--- src/rtl/icache_refill_ctrl.sv ---
// rtl/icache_refill_ctrl.sv - instruction cache miss refill controller (burst collect, block install)
// Optional macro ICACHE_CWF_EN: critical-word-first refill with early-restart forwarding.
module icache_refill_ctrl #(
    parameter int PC_SIZE    = 32,
    parameter int MEM_WORD   = 32,
    parameter int BLOCK_SIZE = 512
) (
    input  logic                  clk,
    input  logic                  nrst,
    input  logic [PC_SIZE-1:0]    pc,
    input  logic                  hit,
    input  logic                  flush,
    output logic                  mem_req,
    output logic [PC_SIZE-1:0]    mem_addr,
    input  logic [MEM_WORD-1:0]   mem_word,
    input  logic                  word_ready,
    output logic                  we_cache,
    output logic [BLOCK_SIZE-1:0] block_out,
    output logic                  fwd_valid,
    output logic [MEM_WORD-1:0]   fwd_word,
    output logic                  stall
);

    localparam int WORDS     = BLOCK_SIZE / MEM_WORD;
    localparam int IDX_W     = $clog2(WORDS);
    localparam int CNT_W     = IDX_W + 1;
    localparam int OFF_BITS  = $clog2(BLOCK_SIZE / 8);
    localparam int WOFF_BITS = $clog2(MEM_WORD / 8);
    localparam logic [PC_SIZE-1:0] ONE = {{(PC_SIZE-1){1'b0}}, 1'b1};
`ifdef ICACHE_CWF_EN
    localparam logic [PC_SIZE-1:0] ALIGN_MASK = ~((ONE << WOFF_BITS) - ONE);
`else
    localparam logic [PC_SIZE-1:0] ALIGN_MASK = ~((ONE << OFF_BITS) - ONE);
`endif
    localparam logic [CNT_W-1:0] LAST_BEAT = CNT_W'(WORDS - 1);

    typedef enum logic [1:0] {
        S_IDLE,
        S_REFILL,
        S_INSTALL,
        S_SETTLE
    } state_t;

    state_t                state_q, state_d;
    logic [CNT_W-1:0]      cnt_q, cnt_d;
    logic                  cancel_q, cancel_d;
    logic [PC_SIZE-1:0]    addr_q, addr_d;
    logic [BLOCK_SIZE-1:0] block_q, block_d;
    logic [IDX_W-1:0]      slot;

`ifdef ICACHE_CWF_EN
    logic                  fwd_valid_q, fwd_valid_d;
    logic [MEM_WORD-1:0]   fwd_word_q, fwd_word_d;

    // Beats arrive starting at the requested word and wrap around the block.
    assign slot = addr_q[WOFF_BITS +: IDX_W] + cnt_q[IDX_W-1:0];
`else
    assign slot = cnt_q[IDX_W-1:0];
`endif

    always_ff @(posedge clk or negedge nrst) begin
        if (!nrst) begin
            state_q  <= S_IDLE;
            cnt_q    <= '0;
            cancel_q <= 1'b0;
            addr_q   <= '0;
            block_q  <= '0;
        end else begin
            state_q  <= state_d;
            cnt_q    <= cnt_d;
            cancel_q <= cancel_d;
            addr_q   <= addr_d;
            block_q  <= block_d;
        end
    end

`ifdef ICACHE_CWF_EN
    always_ff @(posedge clk or negedge nrst) begin
        if (!nrst) begin
            fwd_valid_q <= 1'b0;
            fwd_word_q  <= '0;
        end else begin
            fwd_valid_q <= fwd_valid_d;
            fwd_word_q  <= fwd_word_d;
        end
    end
`endif

    always_comb begin
        state_d  = state_q;
        cnt_d    = cnt_q;
        cancel_d = cancel_q;
        addr_d   = addr_q;
        block_d  = block_q;
`ifdef ICACHE_CWF_EN
        fwd_valid_d = 1'b0;
        fwd_word_d  = fwd_word_q;
`endif
        case (state_q)
            S_IDLE: begin
                cancel_d = 1'b0;
                if (!hit && !flush) begin
                    addr_d  = pc & ALIGN_MASK;
                    cnt_d   = '0;
                    state_d = S_REFILL;
                end
            end
            S_REFILL: begin
                if (flush) begin
                    cancel_d = 1'b1;
                end
                if (word_ready) begin
                    for (int s = 0; s < WORDS; s++) begin
                        if (slot == IDX_W'(s)) begin
                            block_d[BLOCK_SIZE-1-s*MEM_WORD -: MEM_WORD] = mem_word;
                        end
                    end
                    cnt_d = cnt_q + CNT_W'(1);
`ifdef ICACHE_CWF_EN
                    if (cnt_q == '0 && !cancel_q && !flush) begin
                        fwd_valid_d = 1'b1;
                        fwd_word_d  = mem_word;
                    end
`endif
                    if (cnt_q == LAST_BEAT) begin
                        state_d = S_INSTALL;
                    end
                end
            end
            S_INSTALL: begin
                if (flush) begin
                    cancel_d = 1'b1;
                end
                state_d = S_SETTLE;
            end
            S_SETTLE: begin
                cancel_d = 1'b0;
                state_d  = S_IDLE;
            end
            default: begin
                state_d = S_IDLE;
            end
        endcase
    end

    assign mem_req   = (state_q == S_REFILL);
    assign mem_addr  = addr_q;
    // A redirect arriving in the install cycle itself must still suppress the write.
    assign we_cache  = (state_q == S_INSTALL) && !cancel_q && !flush;
    assign block_out = block_q;
    assign stall     = (state_q != S_IDLE) || !hit;

`ifdef ICACHE_CWF_EN
    assign fwd_valid = fwd_valid_q;
    assign fwd_word  = fwd_word_q;
`else
    assign fwd_valid = 1'b0;
    assign fwd_word  = '0;
`endif

endmodule

--- config.mk ---
export PLATFORM = sky130hd
export DESIGN_NAME = icache_refill_ctrl
export DESIGN_NICKNAME = d
export VERILOG_FILES = /design/src/rtl/icache_refill_ctrl.sv
export SDC_FILE = /design/constraint.sdc
export NUM_CORES = 1
export LEC_CHECK = 0
export BUFFER_PORTS_ARGS = -buffer_cell sky130_fd_sc_hd__buf_4
export CORE_AREA = 10 10 243 245
export CTS_BUF_LIST = sky130_fd_sc_hd__clkbuf_4 sky130_fd_sc_hd__clkbuf_8 sky130_fd_sc_hd__clkbuf_16
export DETAILED_ROUTE_END_ITERATION = 8
export DIE_AREA = 0 0 253 255
export HOLD_SLACK_MARGIN = 0.02
export PLACE_DENSITY = 0.66
export SYNTH_ARGS = -nofsm -noshare
export SYNTH_HDL_FRONTEND = slang
export SYNTH_SLANG_ARGS = --single-unit
export TNS_END_PERCENT = 10
--- constraint.sdc ---
create_clock -name clk -period 4.85 [get_ports clk]
set_input_delay 1.2125 -clock clk [delete_from_list [all_inputs] [get_ports clk]]
set_output_delay 1.2125 -clock clk [all_outputs]
set_load 0.1 [all_outputs]
==> results of run 1 <==
==> synth_stat cells <==
cell,n
nor3b_1,1
nor2_1,12
mux2i_1,1
buf_4,57
dfrtp_1,546
xnor2_1,1
nand2_1,5
conb_1,1
mux2_1,12
o21a_1,2
a21boi_0,1
nor3_4,3
nor3_1,1
o311ai_0,1
mux2_4,60
nand4_1,1
o21ai_0,4
nand2_2,1
buf_6,6
nor3_2,1
mux2_2,467
nand2b_1,5
or3_1,2
nand3_2,2
nor3b_2,1
nor2b_1,1
o22ai_1,1
nand3_1,4
clkbuf_1,32
ha_1,8
buf_2,32
nand4b_1,1
and3_1,1
inv_1,6
o32a_1,1
==> power breakdown <==
part,internal (mW),switching (mW)
Combinational,1.75,6.62
Clock,2.62,1.76
Sequential,5.30,0.456
==> registers in the layout, summed over array words and instances, names as in the netlist <==
signal / flops
block_out: 512
mem_addr: 26
cnt_q: 5
state_q: 2
cancel_q: 1
==> layout make-up <==
| type | instances | area, µm² | area share, % |
|---|---|---|---|
| well taps | 704 | 881 | 3.11 |
| clock buffers | 89 | 1790 | 6.31 |
| diodes | 1 | 2.50 | 0.00884 |
| inverters | 6 | 22.5 | 0.0796 |
| clock inverters | 15 | 133 | 0.469 |
| multi-input cells | 640 | 6980 | 24.7 |
| repair buffers | 631 | 4830 | 17.1 |
| flip-flops and latches | 546 | 13700 | 48.3 |
==> worst register-to-register path, cell delays in order, from the launching register on <==
cell and delay (ns):
dfrtp_1 0.39, inv_1 0.08, ha_1 0.46, nand3_1 0.42
nor2_4 0.85, buf_4 0.40, mux2_2 0.38
==> through the flow <==
stage               worst slack (ns)  utilization, %
finish                          1.69            52.0
global placement                1.43            48.5
global route                    1.55            52.0
floorplan                      0.237               -
CTS                             1.66            52.0
detailed placement              1.37            48.5
==> kinds of logic (layout without fill, tap and decap cells) <==
group / count (synthesis) / after routing
XOR/XNOR: 1 / 1
other: 1 / 40
buffers and inverters: 133 / 741
adder cells (fa/ha/maj): 8 / 8
multiplexers: 540 / 540
AND/OR/NAND/NOR: 42 / 42
flip-flops: 546 / 546
AO/OA/AOI/OAI: 10 / 10
==> final timing paths <==
| check | start | end | slack, ns |
|---|---|---|---|
| worst max-delay path | flush | we_cache | 1.69 |
| worst min-delay path | block_out[488] | block_out[488] | 0.49 |
| worst max register to register | state_q[1] | block_out[126] | 1.76 |
| worst min register to register | block_out[488] | block_out[488] | 0.49 |
| max in group asynchronous | nrst | block_out[429] | 3.00 |
| min in group asynchronous | nrst | block_out[507] | 0.65 |
==> metal layers <==
metal | vias to the layer above | track usage (%) | routed length [µm]
met5 | - | 0 | 0
met4 | 0 | 5.78 | 1700
met3 | 86 | 6.11 | 5090
met2 | 418 | 34.3 | 33500
met1 | 6867 | 23.7 | 26300
li1 | 5586 | - | -
==> layout by cell type, fill, tap and decap left out, types with 2 or more instances in the layout <==
cell type	count
inv_1	6
conb_1	39
nand3_2	2
inv_6	2
buf_4	623
dfrtp_1	546
clkinv_2	11
o21a_1	2
mux2_1	12
nor2_1	2
nor3_4	4
mux2_2	467
clkbuf_16	57
nand2_1	5
nor2_4	10
clkbuf_4	13
nand2b_1	5
buf_12	7
clkbuf_8	19
mux2_4	60
ha_1	8
nand3_1	4
o21ai_0	4
or3_2	2
bufinv_16	2
==> qor.yml, run 1 <==
stdcell_count: 2632
stdcell_area_um2: 28300
core_um2: 54400
synth_top_area_share_pct: 64.4
required_ns: 3.64
synthSimpleGateAreaFrac_pct: 1.25
postCtsHoldBufs: 0
slew_headroom_pct: 17.9
gr-usage-all-layers_pct: 19.9
place_congestion: 0.788
slew_viol_final: 0
ys_ff_latch: 546
critPathMaxStageDelay_ns: 0.35
cp_slowest_cell: "buf_4"
synth_top_cell_by_area: "dfrtp_1"
dp_hpwl_mm: 48.5
syn_avg_cell_area_um2: 16.6
total_power_mw: 18.5
worstPathArrival_ns: 1.95
via_per_inst: 4.92
final_nets: 1958
yosys-top-cells-area: "dfrtp_1 64%, mux2_2 25%, mux2_4 4.2%"
timing.fmax_mhz: 316
initial_core_util_pct: 39.0
drtAntennaViolNets: 0
max_slew.worst_pin.slew_ns: 1.23
holdWs_ns: 0.490
firstDrtPassIters: 4
synth_compound_area_share_pct: 0.319
postPlaceCellArea_um2: 26400
layout-drive-gt1-share_pct: 66.5
rsz0062_at_grt: "no"
p_per_area_nw_per_um2: 654
fill_cells: 4599
die_h_um: 255
grt_pass1_vias: 14000
rows: 86
fp.dieW_um: 253
grt_pass1_wl_mm: 96.0
cpMostUsedCell: "buf_4"
crit_cells: 3
grt_overflow: 0
cp_max_fo: 5
muxShareOfSynthArea_pct: 29.7
grt_max_degree: 117
setup.worst_path.end_class: "output pin"
fin_crit_sh_pct: 65.2
path_buf_inv: 2
leakagePower_nw: 15.1
path_cells: "buf_4 > nor3b_1 > buf_4"
area_delta_synth_final_pct: 33.4
cts_resized: 0
ir_drop_mv: 0.570
hold_viol: 0
clk_latency_ns: 0.60
start_kind: "input port"
hold_path_class: "flop to flop"
drv_cap: 0
min_period_ns: 3.16
numCtsBuffers: 56
cts-htree-levels: 2
skew_ns: 0.0237
ys_types: 35
io_buffers: 603
synth_adder_area_share_pct: 0.472
cts_tree: "yes"
syn-instance-count: 1281
cts-root-buf: "clkbuf_16"
ioPinCount: 649
post-cts-setup-buffers: 0
synth_xor_area_share_pct: 0.0413
cpLargestDelayFamily: "buffers and inverters"
die-area_um2: 64500
crit_type: "input port to output pin"
tns_ns: 0
place_inst: 2527
syn_area_um2: 21200
antenna_found_initial: 0
ys_seq_area_share_pct: 64.4
remaining_drc_errors: 0
routedWlPerCell_um: 25.3
yosys_warnings: 0
clock_sinks: 546
clk_pin_slew_ns: 0.06
drt-total-wl_mm: 66.6
setup_violations: 0
holdPathStages: 1
drt-initial-drc-count: 669
vias: 13000
reg2reg_depth: 6
synth_top_family_by_area: "multiplexers"
cts_buffer_depth: 3
status: "finished clean"
No activity file was read; power rests on OpenSTA's default activity.
==> run 2: changes to the inputs <==
==> constraint.sdc (replaced) <==
create_clock -name clk -period 3.2 [get_ports clk]
set_input_delay 0.8 -clock clk [delete_from_list [all_inputs] [get_ports clk]]
set_output_delay 0.8 -clock clk [all_outputs]
set_load 0.1 [all_outputs]
==> qor.yml, run 2 (same netlist as run 1, synthesis figures left out) <==
status: "finished clean"
critPathMaxStageDelay_ns: 0.44
fp.dieW_um: 253
worstPathArrival_ns: 1.88
slew_viol_final: 0
largest_register_ffs: 512
crit_type: "flop to output pin"
start_kind: "flop"
layout-drive-gt1-share_pct: 66.7
holdWs_ns: 0.145
drtAntennaViolNets: 0
grt_pass1_vias: 14000
firstDrtPassIters: 4
final_cell_mix: "634 x buf_4, 546 x dfrtp_1, 467 x mux2_2, 60 x mux2_4, 56 x clkbuf_16"
rrSetupSlack_ns: 0.56
clock_sinks: 546
critPathLaunch: "state_q[1]"
cts_tree: "yes"
setup.worst_path.end_class: "output pin"
via_per_inst: 4.89
grt_max_degree: 108
clk_latency_ns: 0.60
fin_crit_sh_pct: 83.9
ir_drop_mv: 0.962
cts_resized: 0
hold_path_class: "input port to asynchronous set/reset pin"
final_nets: 1974
dp_hpwl_mm: 48.6
cts-htree-levels: 2
grt_pass1_wl_mm: 97.3
die_h_um: 255
min_period_ns: 2.68
stdcell_count: 2638
slew_headroom_pct: 57.3
io_buffers: 603
postCtsHoldBufs: 0
place_inst: 2543
crit_end: "mem_req"
rsz0062_at_grt: "no"
ioPinCount: 649
routedWlPerCell_um: 25.4
clk_pin_slew_ns: 0.06
cp_max_fo: 13
numCtsBuffers: 56
place_congestion: 0.784
final_common_cell: "buf_4"
drt-initial-drc-count: 526
gr-usage-all-layers_pct: 20.1
area_delta_synth_final_pct: 34.4
die-area_um2: 64500
tns_ns: 0
path_cells: "inv_1 > ha_1 > buf_4"
p_per_area_nw_per_um2: 990
core_um2: 54400
setup_violations: 0
antenna_found_initial: 0
r2r-end: "block_out[406]"
reg2reg_depth: 6
cp_slowest_cell: "ha_1"
hold_viol: 0
grt_overflow: 0
preCtsSetupSlack_ns: 0.567
r2r-start: "state_q[1]"
leakagePower_nw: 15.2
max_slew.worst_pin.slew_ns: 0.641
rows: 86
antenna_cells: 0
timing.fmax_mhz: 373
remaining_drc_errors: 0
required_ns: 2.40
setup_slack_ns: 0.516
initial_core_util_pct: 39.0
drt-total-wl_mm: 67.1
drv_cap: 0
skew_ns: 0.0253
cts-root-buf: "clkbuf_16"
post-cts-setup-buffers: 0
vias: 12900
cts_buffer_depth: 3
-- run 2: power breakdown --
group / switching, mW / internal (mW)
combinational: 10.0 / 2.66
sequential: 0.686 / 8.03
clock: 2.65 / 4.16
total: 13.4 / 14.9
-- run 2: worst max-delay path: cells and delay by family (launching register included) --
| family | cells | cell delay (ns) |
|---|---|---|
| DFF | 1 | 0.39 |
| adders and majority gates | 1 | 0.44 |
| buffers and inverters | 2 | 0.47 |
-- run 2: how the worst min path moves through the flow --
| stage | cells past startpoint | start | end |
|---|---|---|---|
| floorplan | 1 | cancel_q | cancel_q |
| global placement | 1 | block_out[443] | block_out[443] |
| detailed placement | 1 | block_out[346] | block_out[346] |
| CTS | 1 | nrst | block_out[181] |
| global route | 1 | nrst | block_out[181] |
| finish | 1 | nrst | block_out[181] |
-- run 2: cell type report --
| cell class | instances | area (µm²) |
|---|---|---|
| multi-input cells | 640 | 6990 |
| well taps | 704 | 881 |
| fillers | 4587 | 25900 |
| repair buffers | 647 | 5010 |
| inverters | 6 | 22.5 |
| clock inverters | 17 | 307 |
| clock buffers | 78 | 1620 |
| flip-flops and latches | 546 | 13700 |
-- run 2: stage by stage --
stage / util (%) / total power, mW / area, µm²
after detailed placement: 48.8 / 21.6 / 26600
after floorplan: - / 18.6 / 21400
after global placement: 48.8 / 21.5 / 26600
after global routing: 52.3 / 29.1 / 28500
after CTS: 52.3 / 28.5 / 28500
final: 52.3 / 28.2 / 28500
-- run 2: routing by layer --
layer  wire length (µm)  vias to the layer above  track usage, %  share of wire (%)
li1                   -                     5611               -                  -
met5                  0                        -               0                  0
met3               5050                       96            6.10                7.5
met2              33200                      453            34.0                 49
met1              26900                     6750            24.4                 40
met4               1930                        0            6.14                2.9
